## config.mk

```make
export PLATFORM = sky130hd
export DESIGN_NAME = fir_stream_ctrl_flat
export DESIGN_NICKNAME = d
export VERILOG_FILES = /design/src/rtl/fir_stream_ctrl_if.sv /design/src/rtl/fir_stream_ctrl.sv /design/src/flat_wrapper.sv
export SDC_FILE = /design/constraint.sdc
export NUM_CORES = 1
export LEC_CHECK = 0
export ABC_AREA = 1
export CAP_MARGIN = 20
export CELL_PAD_IN_SITES_DETAIL_PLACEMENT = 2
export CELL_PAD_IN_SITES_GLOBAL_PLACEMENT = 2
export CORE_ASPECT_RATIO = 2
export CORE_MARGIN = 1.5
export CORE_UTILIZATION = 37
export DETAILED_ROUTE_END_ITERATION = 12
export PLACE_DENSITY_LB_ADDON = 0.1
export SYNTH_ARGS = -nofsm -noshare
export SYNTH_HDL_FRONTEND = slang
export SYNTH_SLANG_ARGS = --single-unit
```

## constraint.sdc

```tcl
create_clock -name i_clk -period 3.95 [get_ports i_clk]
set_input_delay 0.5925 -clock i_clk [delete_from_list [all_inputs] [get_ports i_clk]]
set_output_delay 0.5925 -clock i_clk [all_outputs]
set_load 0.01 [all_outputs]
```

## src/rtl/fir_stream_ctrl_if.sv

```systemverilog
// fir_stream_ctrl_if: sample-in / result-out valid-ready streams.
// slave = controller side, master = source/sink side.
interface fir_stream_ctrl_if #(
  parameter int DW = 12,
  parameter int RW = 31
);
  logic          i_s_valid;
  logic          o_s_ready;
  logic [DW-1:0] i_s_data;
  logic          o_m_valid;
  logic          i_m_ready;
  logic [RW-1:0] o_m_data;

  modport slave (
    input  i_s_valid, i_s_data, i_m_ready,
    output o_s_ready, o_m_valid, o_m_data
  );

  modport master (
    output i_s_valid, i_s_data, i_m_ready,
    input  o_s_ready, o_m_valid, o_m_data
  );
endinterface

```

## src/rtl/fir_stream_ctrl.sv

```systemverilog
// fir_stream_ctrl: sequences a FIR datapath; credit-limited issue, result FIFO.
// Ports: clk/reset/enable, sif streams, FIR ce/sample/result, busy, count.
// FIR_CTRL_FLUSH_EN adds i_flush/o_m_last and the FLUSH state.
module fir_stream_ctrl #(
  parameter int DW    = 12,
  parameter int RW    = 31,
  parameter int LAT   = 1,
  parameter int DEPTH = 4,
  parameter int TAPS  = 8
) (
  input  logic          i_clk,
  input  logic          i_reset,
  input  logic          i_enable,
`ifdef FIR_CTRL_FLUSH_EN
  input  logic          i_flush,
  output logic          o_m_last,
`endif
  fir_stream_ctrl_if.slave sif,
  output logic          o_fir_ce,
  output logic [DW-1:0] o_fir_sample,
  input  logic [RW-1:0] i_fir_result,
  output logic          o_busy,
  output logic [15:0]   o_count
);
  localparam int AW = $clog2(DEPTH);
  localparam int CW = AW + 1;
  localparam logic [CW:0] LIM = (CW+1)'(DEPTH);

  localparam logic [1:0] IDLE  = 2'd0;
  localparam logic [1:0] RUN   = 2'd1;
`ifdef FIR_CTRL_FLUSH_EN
  localparam logic [1:0] FLUSH = 2'd2;
`endif

  logic [1:0]    state;
  logic [CW-1:0] inflight;
  logic [CW-1:0] fcount;
  logic [AW-1:0] wptr;
  logic [AW-1:0] rptr;
  logic [RW-1:0] mem [DEPTH];
  logic [LAT-1:0] vsr;

  logic credit;
  logic take;
  logic fl_issue;
  logic issue;
  logic push;
  logic pop;

  // credit covers both queued and still-in-pipe results
  assign credit = ({1'b0, fcount} + {1'b0, inflight}) < LIM;

  assign sif.o_s_ready = (state == RUN) && credit;
  assign take  = sif.i_s_valid && sif.o_s_ready;
  assign issue = take || fl_issue;
  assign push  = vsr[LAT-1];
  assign sif.o_m_valid = (fcount != '0);
  assign pop   = sif.o_m_valid && sif.i_m_ready;
  assign sif.o_m_data = sif.o_m_valid ? mem[rptr] : '0;

`ifdef FIR_CTRL_FLUSH_EN
  localparam int FW = $clog2(TAPS + 1);

  logic [FW-1:0]  fidx;
  logic           fl_final;
  logic           last_r;
  logic [LAT-1:0] lsr;
  logic           lmem [DEPTH];

  assign fl_issue = (state == FLUSH) && credit;
  assign fl_final = fl_issue && (fidx == FW'(TAPS - 1));
  assign o_m_last = sif.o_m_valid && lmem[rptr];
  assign o_busy   = (inflight != '0) || (fcount != '0)
                 || (state == FLUSH);

  // tag travels alongside ce so it meets its own result
  always_ff @(posedge i_clk) begin
    if (i_reset) begin
      fidx   <= '0;
      last_r <= 1'b0;
      lsr    <= '0;
    end else begin
      last_r <= fl_final;
      lsr    <= (lsr << 1) | LAT'(last_r);
      if (fl_issue)
        fidx <= fl_final ? '0 : fidx + 1'b1;
    end
  end

  always_ff @(posedge i_clk) begin
    if (push)
      lmem[wptr] <= lsr[LAT-1];
  end
`else
  assign fl_issue = 1'b0;
  assign o_busy   = (inflight != '0) || (fcount != '0);
`endif

  always_ff @(posedge i_clk) begin
    if (i_reset) begin
      state <= IDLE;
    end else begin
      unique case (state)
        IDLE: begin
`ifdef FIR_CTRL_FLUSH_EN
          if (i_flush) state <= FLUSH;
          else
`endif
          if (i_enable) state <= RUN;
        end
        RUN: begin
`ifdef FIR_CTRL_FLUSH_EN
          if (i_flush) state <= FLUSH;
          else
`endif
          if (!i_enable) state <= IDLE;
        end
`ifdef FIR_CTRL_FLUSH_EN
        FLUSH: begin
          if (fl_final)
            state <= i_enable ? RUN : IDLE;
        end
`endif
        default: state <= IDLE;
      endcase
    end
  end

  always_ff @(posedge i_clk) begin
    if (i_reset) begin
      o_fir_ce     <= 1'b0;
      o_fir_sample <= '0;
      o_count      <= '0;
      vsr          <= '0;
      inflight     <= '0;
      fcount       <= '0;
      wptr         <= '0;
      rptr         <= '0;
    end else begin
      o_fir_ce <= issue;
      if (issue) begin
        o_fir_sample <= take ? sif.i_s_data : '0;
        o_count      <= o_count + 16'd1;
      end
      // clearing vsr on reset drops anything still in the FIR
      vsr      <= (vsr << 1) | LAT'(o_fir_ce);
      inflight <= inflight + CW'(issue) - CW'(push);
      fcount   <= fcount + CW'(push) - CW'(pop);
      if (push) wptr <= wptr + 1'b1;
      if (pop)  rptr <= rptr + 1'b1;
    end
  end

  always_ff @(posedge i_clk) begin
    if (push)
      mem[wptr] <= i_fir_result;
  end
endmodule
```

## src/flat_wrapper.sv

```systemverilog
// flat-port wrapper written by rule: the top's interface ports become plain ports
module fir_stream_ctrl_flat 
#(
  parameter int DW    = 12,
  parameter int RW    = 31,
  parameter int LAT   = 1,
  parameter int DEPTH = 4,
  parameter int TAPS  = 8
)
  (i_clk, i_reset, i_enable, o_fir_ce, o_fir_sample, i_fir_result, o_busy, o_count, sif_i_s_valid, sif_i_s_data, sif_i_m_ready, sif_o_s_ready, sif_o_m_valid, sif_o_m_data);
  fir_stream_ctrl_if #(.DW(DW), .RW(RW)) sif_i ();
  input  logic i_clk;
  input  logic i_reset;
  input  logic i_enable;
  output logic o_fir_ce;
  output logic [DW-1:0] o_fir_sample;
  input  logic [RW-1:0] i_fir_result;
  output logic o_busy;
  output logic [15:0] o_count;
  input wire logic [$bits(sif_i.i_s_valid)-1:0] sif_i_s_valid;
  input wire logic [$bits(sif_i.i_s_data)-1:0] sif_i_s_data;
  input wire logic [$bits(sif_i.i_m_ready)-1:0] sif_i_m_ready;
  output wire logic [$bits(sif_i.o_s_ready)-1:0] sif_o_s_ready;
  output wire logic [$bits(sif_i.o_m_valid)-1:0] sif_o_m_valid;
  output wire logic [$bits(sif_i.o_m_data)-1:0] sif_o_m_data;
  assign sif_i.i_s_valid = sif_i_s_valid;
  assign sif_i.i_s_data = sif_i_s_data;
  assign sif_i.i_m_ready = sif_i_m_ready;
  assign sif_o_s_ready = sif_i.o_s_ready;
  assign sif_o_m_valid = sif_i.o_m_valid;
  assign sif_o_m_data = sif_i.o_m_data;
  fir_stream_ctrl #(.DW(DW), .RW(RW), .LAT(LAT), .DEPTH(DEPTH), .TAPS(TAPS)) u_core (.i_clk(i_clk), .i_reset(i_reset), .i_enable(i_enable), .sif(sif_i), .o_fir_ce(o_fir_ce), .o_fir_sample(o_fir_sample), .i_fir_result(i_fir_result), .o_busy(o_busy), .o_count(o_count));
endmodule
```

==> results of run 1 <==
path summary, 6_finish.rpt:
kind,cells past startpoint,endpoint,startpoint,slack (ns)
min reg2reg,2,u_core.push$_SDFF_PP0_,u_core.o_fir_ce$_SDFF_PP0_,0.44
min,2,u_core.push$_SDFF_PP0_,u_core.o_fir_ce$_SDFF_PP0_,0.44
max,4,sif_o_m_data[13],flip-flop,0.81
max reg2reg,9,u_core.fcount[2]$_SDFF_PP0_,u_core.fcount[2]$_SDFF_PP0_,1.19
cell type report:
type	count	area share
flip-flops and latches	167	0.527
clock inverters	11	0.0111
multi-input cells	396	0.221
clock buffers	21	0.0542
repair buffers	117	0.133
inverters	52	0.0224
well taps	216	0.0311
layout by cell type (no fill, tap or decap), drive strengths merged:
master / Yosys / final
nand3: 9 / 9
clkinv: 0 / 9
nor2: 187 / 187
buf: 16 / 7
o21ai: 81 / 81
fa: 2 / 2
xnor2: 1 / 1
nand3b: 1 / 1
bufinv: 0 / 1
nand4: 1 / 1
nor3: 10 / 10
ha: 11 / 11
dfxtp: 43 / 43
inv: 52 / 53
clkbuf: 16 / 21
a21oi: 41 / 41
clkdlybuf4s50: 0 / 110
nor3b: 3 / 3
edfxtp: 124 / 124
nand2: 46 / 46
xor2: 3 / 3
power by group through the flow:
| stage | Clock [mW] | Combinational, mW | Sequential (mW) |
|---|---|---|---|
| after floorplan | 0 | 0.708 | 2.02 |
| after global placement | 0 | 1.40 | 2.02 |
| after detailed placement | 0 | 1.46 | 2.02 |
| after CTS | 1.64 | 1.49 | 1.99 |
| after global routing | 1.69 | 1.59 | 1.99 |
| final | 1.59 | 1.44 | 1.99 |
flip-flops by register name, indices dropped and copies added (netlist names), named ones only:
signal,flops
u_core.fcount,3
u_core.inflight,3
u_core.mem,124
u_core.o_count,16
u_core.o_fir_ce,1
u_core.o_fir_sample,12
u_core.push,1
u_core.rptr,2
u_core.state,1
u_core.wptr,2
per-stage QoR:
step	hold WS (ns)	total power [mW]	setup WS [ns]	instance area (um^2)	cells
2_1_floorplan	0.436	2.72	1.92	6860	647
3_3_place_gp	0.428	3.41	1.25	8130	948
3_5_place_dp	0.435	3.48	1.18	8130	948
4_1_cts	0.448	5.11	0.717	8700	980
5_1_grt	0.456	5.26	0.553	8700	980
6_report	0.436	5.01	0.807	8700	980
metal layers:
metal | GRT usage | wire, um | up-vias
met4 | 0.0657 | 254 | 0
met1 | 0.197 | 6550 | 2549
li1 | - | - | 2372
met5 | 0 | 0 | -
met2 | 0.422 | 11700 | 98
met3 | 0.0415 | 679 | 18
worst register-to-register path, delay by kind of cell (launching register included):
kind,cells,cell delay [ns]
AO/OA/AOI/OAI,2,0.31
AND/OR/NAND/NOR,2,0.95
adder cells (fa/ha/maj),3,0.91
flip-flops,1,0.38
buffers and inverters,2,0.14
kinds of logic after synthesis:
family / synth area share
flops: 0.668
simple gates: 0.160
buf+inv: 0.0511
compound gates: 0.0896
xor+xnor: 0.00511
fa+ha+maj: 0.0259
==> results.yml, run 1 <==
timing:
  rsz0062_at_grt: "no"
  period_share: 0.796
  finalSetupViolations: 0
  hold_viol_final: 0
  tightest_slew_ns: 0.989
  slew_viol_final: 0
  setup_tns_ns: 0
  maxSlewHeadroom: 0.341
  max_clock_freq_mhz: 318
  skew_ns: 0.00913
  final.min_clock_period_ns: 3.14
die:
  die_h_um: 196
  core_area_um2: 18200
  ios: 111
  num_rows: 70
  initial_core_util: 0.377
  die-area_um2: 19400
  die_x_um: 99.3
pwr:
  leakage_nw: 3.11
  internal-power_mw: 3.49
  switchingPower_mw: 1.53
  seqPwrFrac: 0.396
  ir_drop_mv: 0.298
  cellPowerDensity_nw_per_um2: 576
  p_comb_frac: 0.287
  netSwitchingFraction: 0.305
  p_clk_frac: 0.317
yosys:
  synth-edff-count: 124
  ys_seq_area_frac: 0.668
  yosysTopAreaCell: "edfxtp_1"
  synth-seq-cells: 167
  avgSynthCellArea_um2: 10.6
  synth_top_area_frac: 0.543
  synthFlopType: "edfxtp_1"
  synthTopCellsByArea: "edfxtp_1, dfxtp_1, nor2_1, o21ai_0, a21oi_1"
  yosysUniqueCellTypes: 30
  synthesis.area_um2: 6860
  synth_cells: 647
  ys_warn_count: 0
  synth_nets: 708
  synth_common_cells: "nor2_1, edfxtp_1, o21ai_0"
  synth_most_common_cell: "nor2_1"
  synthArstFlopShare: 0
clock_tree:
  cts_buffers: 17
  cts_resized: 0
  cts_max_level: 4
  cts_setup_buffers: 0
  clkSinkCount: 167
  hold_buffers: 0
  clockBufferDepth: 2
  cts_tree: "built"
  clock_latency_ns: 0.42
  cts_root_buffer: "clkbuf_16"
  clk_pin_slew_worst_paths_ns: 0.06
detailed_routing:
  drt_iter0_markers: 138
  ant_nets: 0
  firstDrtPassIters: 4
  vias: 5037
  drc: 0
  wl_um: 19100
  viasPerCell: 5.14
  routedWlPerCell_um: 19.5
run:
  maxCapViolations: 0
final_layout:
  antennaDiodeCount: 0
  layout-drive-gt1-share: 0.0785
  register_area_um2: 4590
  post-route-util: 0.477
  fillers: 1885
  final_nets: 812
  multi_input_area_um2: 1920
  area_growth_pct: 26.8
global_routing:
  antenna_found_initial: 0
  grt-ovfl-total: 0
  grt_start_max_net_pins: 63
  grt_pass1_vias: 5870
  grt_usage: 0.207
  grt_pass1_wl_um: 30500
critical_path:
  critPathMaxStageDelay_ns: 0.69
  crit_buf_inv: 2
  path_cells: "inv_2 -> o21ai_0 -> a21oi_1 -> clkdlybuf4s50_1"
  start_kind: "flip-flop"
  crit_path_max_fanout: 62
  path_class: "flip-flop to primary output"
  crit_slowest_cell: "inv_2"
  endpoint_kind: "primary output"
  crit_family: "buffers and inverters"
  worstPathRequired_ns: 3.36
  cp.arrival_ns: 2.55
min_path:
  hold_path_class: "flip-flop to flip-flop"
placed_design:
  hpwl_um: 12800
  gp_congestion: 0.726
  io_buffers: 110
run_status:
  status: "complete, no violations"
Note: power is estimated with default switching activity, not from simulation.
==> run 2, diff against run 1 <==
Settings changed: CORE_UTILIZATION 37 to 31.
Clock period 3.95 ns to 2.72 ns, I/O delays scaled along.
==> results.yml, run 2 (synthesis gave the netlist of run 1 again) <==
run_status:
  status: "complete, no violations"
clock_tree:
  cts_buffers: 17
  cts_tree: "built"
  clock_latency_ns: 0.44
  hold_buffers: 0
  clkSinkCount: 167
  clockBufferDepth: 2
  clk_pin_slew_worst_paths_ns: 0.07
  cts_max_level: 4
  cts_root_buffer: "clkbuf_16"
final_layout:
  layout_commonest_cell: "nor2_1"
  fin_cells: 1052
  mostFrequentLayoutCells: "nor2_1, edfxtp_1, clkdlybuf4s50_1, o21ai_0, inv_1"
  antennaDiodeCount: 0
  final_nets: 827
  layout-drive-gt1-share: 0.103
  reg_top3: "u_core.mem x124, u_core.o_count x16, u_core.o_fir_sample x12"
  largest_register_ffs: 124
  fillers: 2304
  area_growth_pct: 30.3
  finalInstanceArea_um2: 8940
  largest-register: "u_core.mem"
  post-route-util: 0.414
pwr:
  cellPowerDensity_nw_per_um2: 840
  leakage_nw: 3.21
  ir_drop_mv: 0.361
global_routing:
  antenna_found_initial: 1
  grt-ovfl-total: 0
  grt_pass1_vias: 5927
  grt_pass1_wl_um: 31200
  grt_start_max_net_pins: 32
  grt_usage: 0.186
die:
  ios: 111
  die_h_um: 213
  die_x_um: 108
  initial_core_util: 0.318
  die-area_um2: 23100
  core_area_um2: 21600
  num_rows: 76
timing:
  period_share: 0.959
  slew_viol_final: 0
  tightest_slew_ns: 0.860
  setup_tns_ns: 0
  final.min_clock_period_ns: 2.61
  maxSlewHeadroom: 0.426
  rsz0062_at_grt: "no"
  skew_ns: 0.0101
  hold_viol_final: 0
  finalSetupViolations: 0
  max_clock_freq_mhz: 384
placed_design:
  dpl_cell_area_um2: 8320
  gp_congestion: 0.731
  io_buffers: 110
  hpwl_um: 14000
  post-place-cells: 1017
detailed_routing:
  firstDrtPassIters: 4
  ant_nets: 0
  vias: 5092
  drt_iter0_markers: 153
  viasPerCell: 4.84
  drc: 0
  wl_um: 20100
  routedWlPerCell_um: 19.1
critical_path:
  start_kind: "flip-flop"
  crit_path_max_fanout: 31
  cp.arrival_ns: 2.20
  r2r-start: "u_core.fcount[2]$_SDFF_PP0_"
  endpoint_kind: "primary output"
  path_class: "flip-flop to primary output"
  worstPathRequired_ns: 2.31
run:
  maxCapViolations: 0
min_path:
  hold_path.startpoint: "u_core.o_fir_ce$_SDFF_PP0_"
  hold_path_class: "flip-flop to flip-flop"
[run 2: final cells by class]
type                       count  area [um^2]  area share
tap                          273          342      0.0382
inverter                      52          199      0.0223
multi-input combinational    396         1930       0.216
timing repair buffer         132         1290       0.145
clock inverter                 4         26.3     0.00294
sequential                   167         4590       0.514
clock buffer                  28          557      0.0623
[run 2: where the power goes]
part	internal, mW	switching, mW	total, mW
logic	1.03	1.22	2.24
registers	2.81	0.0954	2.91
clock network	1.40	0.952	2.35
total	5.24	2.26	7.50
[run 2: metal layers]
layer / wire [um] / part of all wire / GRT usage / vias to the layer above
li1: - / - / - / 2395
met1: 6700 / 0.33 / 0.160 / 2565
met2: 12200 / 0.60 / 0.387 / 101
met3: 805 / 0.040 / 0.0453 / 29
met4: 442 / 0.022 / 0.0726 / 2
met5: 13 / 0.00065 / 0 / -
[run 2: worst paths after layout]
path | end | slack [ns] | cells past startpoint
setup / recovery | sif_o_m_data[21] | 0.11 | 5
setup reg to reg | u_core.fcount[2]$_SDFF_PP0_ | 0.50 | 10
hold / removal | u_core.push$_SDFF_PP0_ | 0.43 | 2
hold reg to reg | u_core.push$_SDFF_PP0_ | 0.43 | 2
[run 2: per-stage QoR]
| step | total power, mW | setup slack [ns] | hold WS (ns) |
|---|---|---|---|
| final | 7.50 | 0.113 | 0.431 |
| after global routing | 7.91 | 0.00125 | 0.463 |
| after CTS | 7.66 | 0.0479 | 0.435 |
| after detailed placement | 5.23 | 0.256 | 0.423 |
| after global placement | 5.15 | 0.323 | 0.424 |
| after floorplan | 3.96 | 0.692 | 0.436 |
[run 2: timing repair]
| item | 4_1_cts | 5_1_grt |
|---|---|---|
| gates resized for setup | 3 | 0 |
| endpoints found under the setup margin | 26 | 0 |
| buffers inserted | 3 | 0 |
[run 2: worst max-delay path: stages (launching register included)]
cell and delay (ns):
dfxtp_2 0.33, buf_4 0.27, nor2_1 0.18, o21ai_0 0.14
a21oi_2 0.25, clkdlybuf4s50_1 0.58
